[src/rtl/uart_tx_scheduler_pkg.sv]
// Shared types and constants for the UART TX scheduler: FSM state encoding and
// source identifiers used by the arbiter and the sequencing FSM.
package uart_tx_scheduler_pkg;

    localparam logic [1:0] ST_IDLE    = 2'd0;
    localparam logic [1:0] ST_SEND    = 2'd1;
    localparam logic [1:0] ST_WAIT_HI = 2'd2;
    localparam logic [1:0] ST_WAIT_LO = 2'd3;

    typedef enum logic [1:0] {
        S_IDLE    = ST_IDLE,
        S_SEND    = ST_SEND,
        S_WAIT_HI = ST_WAIT_HI,
        S_WAIT_LO = ST_WAIT_LO
    } sched_state_t;

    // Source index doubles as the bit position in the arbiter request/grant vectors.
    localparam int SRC_RF  = 0;
    localparam int SRC_ALU = 1;

endpackage

[src/rtl/uart_tx_scheduler_if.sv]
// Bundle of the result-source handshakes and the transmitter byte/valid/busy
// signals around the scheduler.
interface uart_tx_scheduler_if #(
    parameter int DATA_WIDTH = 8
);
    logic                      rf_rd_vld;
    logic [DATA_WIDTH-1:0]     rf_rd_data;
    logic                      alu_out_vld;
    logic [2*DATA_WIDTH-1:0]   alu_out;
    logic                      rf_ack;
    logic                      alu_ack;
    logic                      tx_busy;
    logic [DATA_WIDTH-1:0]     tx_p_data;
    logic                      tx_d_vld;
    logic                      sched_busy;
    logic                      tx_timeout_err;

    modport master (
        input  rf_rd_vld, rf_rd_data, alu_out_vld, alu_out, tx_busy,
        output rf_ack, alu_ack, tx_p_data, tx_d_vld, sched_busy, tx_timeout_err
    );

    modport slave (
        output rf_rd_vld, rf_rd_data, alu_out_vld, alu_out, tx_busy,
        input  rf_ack, alu_ack, tx_p_data, tx_d_vld, sched_busy, tx_timeout_err
    );
endinterface

[src/rtl/uart_tx_scheduler_rr_arb2.sv]
// Two-requester round-robin arbiter; the pointer names the requester preferred
// on a tie and moves past whichever requester was granted.
module rr_arb2 (
    input  logic       clk,
    input  logic       rst_n,
    input  logic [1:0] req,
    input  logic       en,
    output logic [1:0] grant
);
    logic ptr;

    always_comb begin
        grant = req;
        if (req[0] && req[1]) begin
            grant = ptr ? 2'b10 : 2'b01;
        end
    end

    always_ff @(posedge clk or negedge rst_n) begin
        if (!rst_n) begin
            ptr <= 1'b0;
        end else if (en && (|req)) begin
            ptr <= grant[0];
        end
    end
endmodule

[src/rtl/uart_tx_scheduler.sv]
// Arbitrates RF (1-byte) and ALU (2-byte) results and feeds them one byte at a
// time to the UART transmitter, pacing on its busy flag with a request timeout.
//
// state   | meaning
// IDLE    | no result in flight, arbitrating
// SEND    | valid pulse to transmitter for the current byte
// WAIT_HI | waiting for transmitter busy to rise (timed)
// WAIT_LO | waiting for transmitter busy to fall
module uart_tx_scheduler
    import uart_tx_scheduler_pkg::*;
#(
    parameter int DATA_WIDTH = 8,
    parameter int TIMEOUT    = 4
) (
    input  logic                  clk,
    input  logic                  rst_n,
    uart_tx_scheduler_if.master   bus
);
    localparam int CW = $clog2(TIMEOUT + 1);
    localparam logic [CW-1:0] CNT_MAX = CW'(TIMEOUT);

    sched_state_t              state;
    logic [2*DATA_WIDTH-1:0]   byte_buf;
    logic [1:0]                byte_cnt;
    logic                      byte_idx;
    logic [CW-1:0]             to_cnt;
    logic [CW-1:0]             to_cnt_inc;
    logic [1:0]                req;
    logic [1:0]                grant;
    logic                      more_bytes;

    assign req        = {bus.alu_out_vld, bus.rf_rd_vld};
    assign to_cnt_inc = (to_cnt == CNT_MAX) ? to_cnt : to_cnt + CW'(1);
    assign more_bytes = (byte_cnt == 2'd2) && !byte_idx;

    // Byte stays selected from SEND through WAIT_LO since the transmitter samples late.
    assign bus.tx_p_data = byte_idx ? byte_buf[2*DATA_WIDTH-1:DATA_WIDTH]
                                    : byte_buf[DATA_WIDTH-1:0];

    rr_arb2 u_arb (
        .clk   (clk),
        .rst_n (rst_n),
        .req   (req),
        .en    (state == S_IDLE),
        .grant (grant)
    );

    always_ff @(posedge clk or negedge rst_n) begin
        if (!rst_n) begin
            state              <= S_IDLE;
            byte_buf           <= '0;
            byte_cnt           <= 2'd0;
            byte_idx           <= 1'b0;
            to_cnt             <= '0;
            bus.rf_ack         <= 1'b0;
            bus.alu_ack        <= 1'b0;
            bus.tx_d_vld       <= 1'b0;
            bus.sched_busy     <= 1'b0;
            bus.tx_timeout_err <= 1'b0;
        end else begin
            bus.rf_ack         <= 1'b0;
            bus.alu_ack        <= 1'b0;
            bus.tx_d_vld       <= 1'b0;
            bus.tx_timeout_err <= 1'b0;
            case (state)
                S_IDLE: begin
                    if (|grant) begin
                        if (grant[SRC_ALU]) begin
                            byte_buf <= bus.alu_out;
                            byte_cnt <= 2'd2;
                        end else begin
                            byte_buf <= {{DATA_WIDTH{1'b0}}, bus.rf_rd_data};
                            byte_cnt <= 2'd1;
                        end
                        byte_idx       <= 1'b0;
                        bus.rf_ack     <= grant[SRC_RF];
                        bus.alu_ack    <= grant[SRC_ALU];
                        bus.tx_d_vld   <= 1'b1;
                        bus.sched_busy <= 1'b1;
                        state          <= S_SEND;
                    end
                end
                S_SEND: begin
                    to_cnt <= '0;
                    state  <= S_WAIT_HI;
                end
                S_WAIT_HI: begin
                    if (bus.tx_busy) begin
                        state <= S_WAIT_LO;
                    end else begin
                        to_cnt <= to_cnt_inc;
                        if (to_cnt_inc == CNT_MAX) begin
                            bus.tx_timeout_err <= 1'b1;
                            bus.sched_busy     <= 1'b0;
                            state              <= S_IDLE;
                        end
                    end
                end
                S_WAIT_LO: begin
                    if (!bus.tx_busy) begin
                        if (more_bytes) begin
                            byte_idx     <= 1'b1;
                            bus.tx_d_vld <= 1'b1;
                            state        <= S_SEND;
                        end else begin
                            bus.sched_busy <= 1'b0;
                            state          <= S_IDLE;
                        end
                    end
                end
                default: state <= S_IDLE;
            endcase
        end
    end
endmodule

[src/flat_wrapper.sv]
// flat-port wrapper written by rule: the top's interface ports become plain ports
module uart_tx_scheduler_flat import uart_tx_scheduler_pkg::*;
#(
    parameter int DATA_WIDTH = 8,
    parameter int TIMEOUT    = 4
)
  (clk, rst_n, bus_rf_rd_vld, bus_rf_rd_data, bus_alu_out_vld, bus_alu_out, bus_tx_busy, bus_rf_ack, bus_alu_ack, bus_tx_p_data, bus_tx_d_vld, bus_sched_busy, bus_tx_timeout_err);
  uart_tx_scheduler_if #(.DATA_WIDTH(DATA_WIDTH)) bus_i ();
  input  logic clk;
  input  logic rst_n;
  input wire logic [$bits(bus_i.rf_rd_vld)-1:0] bus_rf_rd_vld;
  input wire logic [$bits(bus_i.rf_rd_data)-1:0] bus_rf_rd_data;
  input wire logic [$bits(bus_i.alu_out_vld)-1:0] bus_alu_out_vld;
  input wire logic [$bits(bus_i.alu_out)-1:0] bus_alu_out;
  input wire logic [$bits(bus_i.tx_busy)-1:0] bus_tx_busy;
  output wire logic [$bits(bus_i.rf_ack)-1:0] bus_rf_ack;
  output wire logic [$bits(bus_i.alu_ack)-1:0] bus_alu_ack;
  output wire logic [$bits(bus_i.tx_p_data)-1:0] bus_tx_p_data;
  output wire logic [$bits(bus_i.tx_d_vld)-1:0] bus_tx_d_vld;
  output wire logic [$bits(bus_i.sched_busy)-1:0] bus_sched_busy;
  output wire logic [$bits(bus_i.tx_timeout_err)-1:0] bus_tx_timeout_err;
  assign bus_i.rf_rd_vld = bus_rf_rd_vld;
  assign bus_i.rf_rd_data = bus_rf_rd_data;
  assign bus_i.alu_out_vld = bus_alu_out_vld;
  assign bus_i.alu_out = bus_alu_out;
  assign bus_i.tx_busy = bus_tx_busy;
  assign bus_rf_ack = bus_i.rf_ack;
  assign bus_alu_ack = bus_i.alu_ack;
  assign bus_tx_p_data = bus_i.tx_p_data;
  assign bus_tx_d_vld = bus_i.tx_d_vld;
  assign bus_sched_busy = bus_i.sched_busy;
  assign bus_tx_timeout_err = bus_i.tx_timeout_err;
  uart_tx_scheduler #(.DATA_WIDTH(DATA_WIDTH), .TIMEOUT(TIMEOUT)) u_core (.clk(clk), .rst_n(rst_n), .bus(bus_i));
endmodule
[config.mk]
export PLATFORM = sky130hd
export DESIGN_NAME = uart_tx_scheduler_flat
export DESIGN_NICKNAME = d
export VERILOG_FILES = /design/src/rtl/uart_tx_scheduler_pkg.sv /design/src/rtl/uart_tx_scheduler_if.sv /design/src/rtl/uart_tx_scheduler_rr_arb2.sv /design/src/rtl/uart_tx_scheduler.sv /design/src/flat_wrapper.sv
export SDC_FILE = /design/constraint.sdc
export NUM_CORES = 1
export LEC_CHECK = 0
export CAP_MARGIN = 25
export CORE_UTILIZATION = 51
export CTS_CLUSTER_SIZE = 28
export DETAILED_ROUTE_END_ITERATION = 8
export PLACE_DENSITY = 0.84
export SLEW_MARGIN = 20
export SYNTH_ARGS = -nofsm -noshare
export SYNTH_HDL_FRONTEND = slang
export SYNTH_SLANG_ARGS = --single-unit
[constraint.sdc]
create_clock -name clk -period 4.37 [get_ports clk]
set_clock_uncertainty 0.2 [all_clocks]
set_input_delay 0.874 -clock clk [delete_from_list [all_inputs] [get_ports clk]]
set_output_delay 0.874 -clock clk [all_outputs]
set_load 0.1 [all_outputs]
==> summary.txt, run 1 <==
Yosys
  • Main synth FF type: dfrtp_1
  • Register area share after synthesis: 0.493
  • Post-synth cell types: 35
  • Cell area after synthesis: 1520 um2
  • Yosys top cell area share: 0.493
  • Leading area contributor after synthesis: dfrtp_1
  • Syn Area/Cell: 11.6 um2
  • Gate Count Post-Synth: 131
  • Post-synth EDFFs: 0
  • Share of synthesized registers carrying an async set or reset: 1.00
  • Yosys warns: 0
  • Area contributors post-synth: dfrtp_1 49%, mux2_1 5.9%, ha_1 5.8%
  • Most common cell in the synthesized netlist: dfrtp_1
  • Mapped Nets: 167
  • Number of synthesized register bits: 30
  • Post-synth top cells: 30 x dfrtp_1, 14 x inv_1, 9 x a22o_1

Clocking
  • CTS tree: done
  • Worst-path clk slew: 0.10 ns
  • Clock sink count: 30
  • TritonCTS Buffers: 5
  • Setup bufs post-CTS: 0
  • Clk buf depth: 2
  • Hold buffers post-CTS: 0
  • Post-cts repair resize count: 0
  • Later-pin clock latency in the skew report: 0.32 ns
  • H-Tree Depth: 2
  • Root Buffer: clkbuf_4

Routing
  • WL final: 3350 um
  • Initial drt markers: 82
  • DR vias/cell: 5.83
  • Routed Antenna Nets: 0
  • Wirelength per Cell: 16.3 um
  • Via Count: 1202
  • DRT Pass-1 Iters: 5
  • DRC viols: 0

Worst setup path
  • Crit-path max FO: 10
  • CP required: 3.30 ns
  • CP peak stage delay: 1.13 ns
  • Slowest-stage cell, CP: clkdlybuf4s50_1
  • Startpoint types: flop
  • CP endpoint kind: primary output
  • CP arrival: 2.35 ns
  • CP Class: reg -> out
  • CP delay by family, top: buffers and inverters
  • Worst-path cell chain: mux2_1, clkdlybuf4s50_1
  • WP buf/inv: 1

Global routing
  • Met1 Use GR: 0.287
  • GRT Overall Usage: 0.229
  • Grt ovf: 0
  • Initial antenna violation count: 0
  • Met2 Use GR: 0.378
  • Pin count of the biggest net entering global routing: 31
  • Met3 Track Usage GR: 0.0553
  • First-pass GRT wire length: 5670 um
  • GRT Max-Usage Layer: met2
  • Number of global-route vias before repair: 1263

Timing
  • Setup TNS: 0 ns
  • Period utilization: 0.784
  • Worst-margin pin slew: 0.979 ns
  • Setup violators final: 0
  • RSZ-0062 raised after global routing: false
  • Fmax: 0.292 GHz
  • Min cycle time layout: 3.43 ns
  • Final Hold Fails: 0
  • Max-slew violations: 0
  • Slew margin rel.: 0.347

Outcome
  • Outcome: finished, final reports clean

Placement
  • Final Wtd Congestion: 0.808
  • HPWL Detailed: 2410 um
  • PortBufs: 41

Cells and area
  • Fillers: 204
  • Register area: 751 um2
  • Footprint of the multi-input gates: 678 um2
  • Synth-to-layout area growth: 32.0%
  • ANT cells: 0
  • Fin nets: 210
  • Share of layout cells above drive strength 1: 0.0857

Floorplan
  • Core Area: 2780 um2
  • Initial Util: 0.547
  • Die Ht: 56.6 um
  • Die Wd: 56.6 um
  • I/O Pins: 42
  • Row cnt: 19
  • Full die area: 3210 um2

Worst hold path
  • Hold WC Path Type: reg -> reg

Run
  • Max Cap Violations: 0
-- routing by layer --
layer | part of all wire | vias to the layer above
met5 | 0 | -
met2 | 0.51 | 39
met3 | 0.048 | 10
li1 | - | 570
met4 | 0.021 | 0
met1 | 0.42 | 583
-- area by class of cell --
class | instances | area share
repair buffers | 43 | 0.212
clock buffers | 6 | 0.0255
flip-flops and latches | 30 | 0.374
inverters | 14 | 0.0262
well taps | 31 | 0.0193
multi-input cells | 80 | 0.337
clock inverters | 2 | 0.00623
-- state kept, by name (all words and copies together), names as in the netlist --
register and count:
u_core.bus.tx_d_vld 1, u_core.to_cnt 3, u_core.byte_buf 16, u_core.state 2, u_core.byte_cnt 2, u_core.u_arb.ptr 1
u_core.bus.sched_busy 1, u_core.bus.rf_ack 1, u_core.bus.tx_timeout_err 1, u_core.byte_idx 1, u_core.bus.alu_ack 1
-- cells in the final DEF (no fill, tap or decap), types with 2 or more instances in the layout --
cell type        instances
mux2i_1                  2
o21ai_0                  2
ha_1                     7
a222oi_1                 8
nand3b_1                 2
mux2_1                   8
dfrtp_1                 30
a22o_1                   9
nand2_1                  6
clkdlybuf4s50_1         41
nor2b_1                  3
nor3b_1                  2
buf_4                    2
inv_1                   14
a21o_1                   4
nor2_1                   4
a21oi_1                  6
nand2b_1                 2
clkbuf_4                 5
-- worst paths after layout --
check / depth (start not counted) / startpoint / to / slack [ns]
setup reg to reg: 6 / u_core.state[1] / u_core.byte_buf[6] / 2.17
setup / recovery: 2 / u_core.byte_idx / bus_tx_p_data[4] / 0.94
hold reg to reg: 2 / u_core.byte_buf[6] / u_core.byte_buf[6] / 0.29
max in group asynchronous: 2 / rst_n / u_core.byte_cnt[0] / 2.96
min in group asynchronous: 2 / rst_n / u_core.byte_buf[4] / 0.74
hold / removal: 2 / u_core.byte_buf[6] / u_core.byte_buf[6] / 0.29
-- logic make-up (layout without fill, tap and decap cells) --
family          after synthesis  after routing  synth area share
compound gates               39             39             0.207
fa+ha+maj                     7              7            0.0575
buf+inv                      21             65            0.0616
flops                        30             30             0.493
mux                          10             10            0.0723
simple gates                 24             24             0.108
-- worst register-to-register path: stages, from the launching register on --
cell	delay, ns
dfrtp_1	0.45
inv_1	0.15
ha_1	0.23
nand2_1	0.06
a21oi_1	0.75
a222oi_1	0.21
inv_1	0.10
-- per-stage QoR --
stage	setup WS [ns]	hold WS, ns	utilization	cells	area [um2]
global placement	1.33	0.260	0.700	198	1950
global route	0.883	0.319	0.722	206	2010
CTS	0.931	0.299	0.722	206	2010
floorplan	2.01	0.249	-	131	1520
finish	0.944	0.294	0.722	206	2010
detailed placement	1.29	0.274	0.700	198	1950
Power of run 1 is not shown: default switching activity piles up to over one toggle a cycle in this logic, so the estimate is an artifact.
==> run 2, diff against run 1 <==
--- a/config.mk
+++ b/config.mk
@@ -6,10 +6,10 @@
 export NUM_CORES = 1
 export LEC_CHECK = 0
 export CAP_MARGIN = 25
-export CORE_UTILIZATION = 51
+export CORE_UTILIZATION = 47
 export CTS_CLUSTER_SIZE = 28
 export DETAILED_ROUTE_END_ITERATION = 8
-export PLACE_DENSITY = 0.84
+export PLACE_DENSITY = 0.78
 export SLEW_MARGIN = 20
 export SYNTH_ARGS = -nofsm -noshare
 export SYNTH_HDL_FRONTEND = slang
==> constraint.sdc (replaced) <==
create_clock -name clk -period 3.3 [get_ports clk]
set_clock_uncertainty 0.2 [all_clocks]
set_input_delay 0.66 -clock clk [delete_from_list [all_inputs] [get_ports clk]]
set_output_delay 0.66 -clock clk [all_outputs]
set_load 0.1 [all_outputs]
==> run 2 against run 1 <==
Sequential share of layout area up 0.52 points; design area down 1.4%; flip-flop and latch count unchanged; count of clock-buffer cells in the layout up 1; final cell count up 6.3%; worst setup slack worse by 0.12 ns; critical endpoint is now bus_tx_p_data[3]; critical path depth unchanged; hold slack better by 0.00066 ns; global-route usage down 2.4 points; via count down 1.0%.
==> summary.txt, run 2 (synthesis results as in run 1) <==
Outcome
  • Outcome: finished, final reports clean (unchanged)

Global routing
  • First-pass GRT wire length: 5210 um (was 5670 um)
  • Pin count of the biggest net entering global routing: 31 (unchanged)
  • Grt ovf: 0 (unchanged)
  • Initial antenna violation count: 0 (unchanged)
  • GRT Overall Usage: 0.206 (was 0.229)
  • Number of global-route vias before repair: 1135 (was 1263)

Routing
  • WL final: 3220 um (was 3350 um)
  • Initial drt markers: 72 (was 82)
  • Routed met2 length: 1600 um (was 1710 um)
  • Routed Antenna Nets: 0 (unchanged)
  • Met1 WL: 1470 um (was 1410 um)
  • DR WL met3: 125 um (was 162 um)
  • Via Count: 1190 (was 1202)
  • Top Layer Used: met4 (unchanged)
  • DRT Pass-1 Iters: 5 (unchanged)
  • Wirelength per Cell: 14.7 um (was 16.3 um)
  • DR vias/cell: 5.43 (was 5.83)
  • DRC viols: 0 (unchanged)

Clocking
  • Post-cts repair resize count: 0 (unchanged)
  • Root Buffer: clkbuf_4 (unchanged)
  • TritonCTS Buffers: 5 (unchanged)
  • Setup bufs post-CTS: 0 (unchanged)
  • Hold buffers post-CTS: 0 (unchanged)
  • Worst-path clk slew: 0.09 ns (was 0.10 ns)
  • Clock sink count: 30 (unchanged)
  • Clk buf depth: 2 (unchanged)
  • Later-pin clock latency in the skew report: 0.31 ns (was 0.32 ns)
  • CTS tree: done (unchanged)
  • H-Tree Depth: 2 (unchanged)

Cells and area
  • ANT cells: 0 (unchanged)
  • Largest register FFs: 16 (unchanged)
  • Final design utilization: 0.649 (was 0.722)
  • Fillers: 262 (was 204)
  • Register area: 751 um2 (unchanged)
  • Top Registers: u_core.byte_buf: 16 flops, u_core.to_cnt: 3 flops (unchanged)
  • Most frequent cells in the layout: 30 x dfrtp_1, 28 x clkdlybuf4s50_1, 16 x buf_4 (was 41 x clkdlybuf4s50_1, 30 x dfrtp_1, 14 x inv_1)
  • Synth-to-layout area growth: 30.2% (was 32.0%)
  • Largest Register: u_core.byte_buf (unchanged)
  • Footprint of the multi-input gates: 678 um2 (unchanged)
  • Fin nets: 211 (was 210)
  • Share of layout cells above drive strength 1: 0.149 (was 0.0857)
  • Leading cell type in the layout, fill and taps excluded: dfrtp_1 (was clkdlybuf4s50_1)

Worst setup path
  • Startpoint types: flop (unchanged)
  • CP Class: reg -> out (unchanged)
  • CP required: 2.44 ns (was 3.30 ns)
  • Crit-path max FO: 10 (unchanged)
  • FF-to-FF Start: u_core.state[1] (unchanged)
  • Worst-path cell chain: mux2_1, buf_4 (was mux2_1, clkdlybuf4s50_1)
  • Slowest-stage cell, CP: dfrtp_1 (was clkdlybuf4s50_1)
  • CP arrival: 1.61 ns (was 2.35 ns)
  • CP peak stage delay: 0.67 ns (was 1.13 ns)
  • CP endpoint kind: primary output (unchanged)
  • CP startpoint: u_core.byte_idx (unchanged)

Timing
  • Max-slew violations: 0 (unchanged)
  • Worst-margin pin slew: 0.729 ns (was 0.979 ns)
  • Setup TNS: 0 ns (unchanged)
  • Min cycle time layout: 2.47 ns
  • Fmax: 0.404 GHz
  • Final Hold Fails: 0 (unchanged)
  • Setup violators final: 0 (unchanged)
  • RSZ-0062 raised after global routing: false (unchanged)
  • Slew margin rel.: 0.514 (was 0.347)
  • Period utilization: 0.749

Floorplan
  • Die Wd: 58.9 um (was 56.6 um)
  • I/O Pins: 42 (unchanged)
  • Full die area: 3470 um2 (was 3210 um2)
  • Initial Util: 0.499 (was 0.547)
  • Die Ht: 58.9 um (was 56.6 um)
  • Row cnt: 20 (was 19)
  • Core Area: 3050 um2 (was 2780 um2)

Run
  • Max Cap Violations: 0 (unchanged)

Worst hold path
  • Hold Crit Start: u_core.byte_cnt[1] (was u_core.byte_buf[6])
  • Hold WC Path Type: reg -> reg (unchanged)

Placement
  • HPWL Detailed: 2340 um (was 2410 um)
  • PortBufs: 41 (unchanged)
  • Final Wtd Congestion: 0.788 (was 0.808)
run 2: metrics by stage:
step	setup WS, ns	hold slack, ns	instances	instance area (um2)
finish	0.828	0.294	219	1980
global route	0.734	0.327	219	1980
CTS	0.806	0.294	219	1980
global placement	0.844	0.263	212	1940
floorplan	1.15	0.164	131	1520
detailed placement	0.841	0.274	212	1940
run 2: final cells by class:
type	instances	share of cell area
Inverter	14	0.0265
Clock buffer	7	0.0227
Sequential cell	30	0.379
Tap cell	44	0.0278
Timing Repair Buffer	44	0.202
Multi-Input combinational cell	80	0.342
run 2: layer usage:
metal  GRT usage  vias to the layer above
met1       0.264                      584
met5           0                        -
met4      0.0612                        0
met3      0.0659                        4
met2       0.333                       31
li1            -                      571
run 2: path summary, 6_finish.rpt:
check                                           to  slack, ns  cells past startpoint
max in group asynchronous       u_core.byte_buf[9]       2.09                      2
worst max register to register  u_core.byte_buf[2]       1.25                      6
worst max-delay path              bus_tx_p_data[3]       0.83                      2
min in group asynchronous       u_core.bus.alu_ack       0.52                      2
worst min-delay path            u_core.byte_cnt[1]       0.29                      1
worst min register to register  u_core.byte_cnt[1]       0.29                      1
run 2: critical path, delay by kind of cell (launching register included):
family	cells	cell delay, ns
multiplexers	1	0.39
flip-flops	1	0.67
buffers and inverters	1	0.24
Power of run 2 is left out for the same reason.
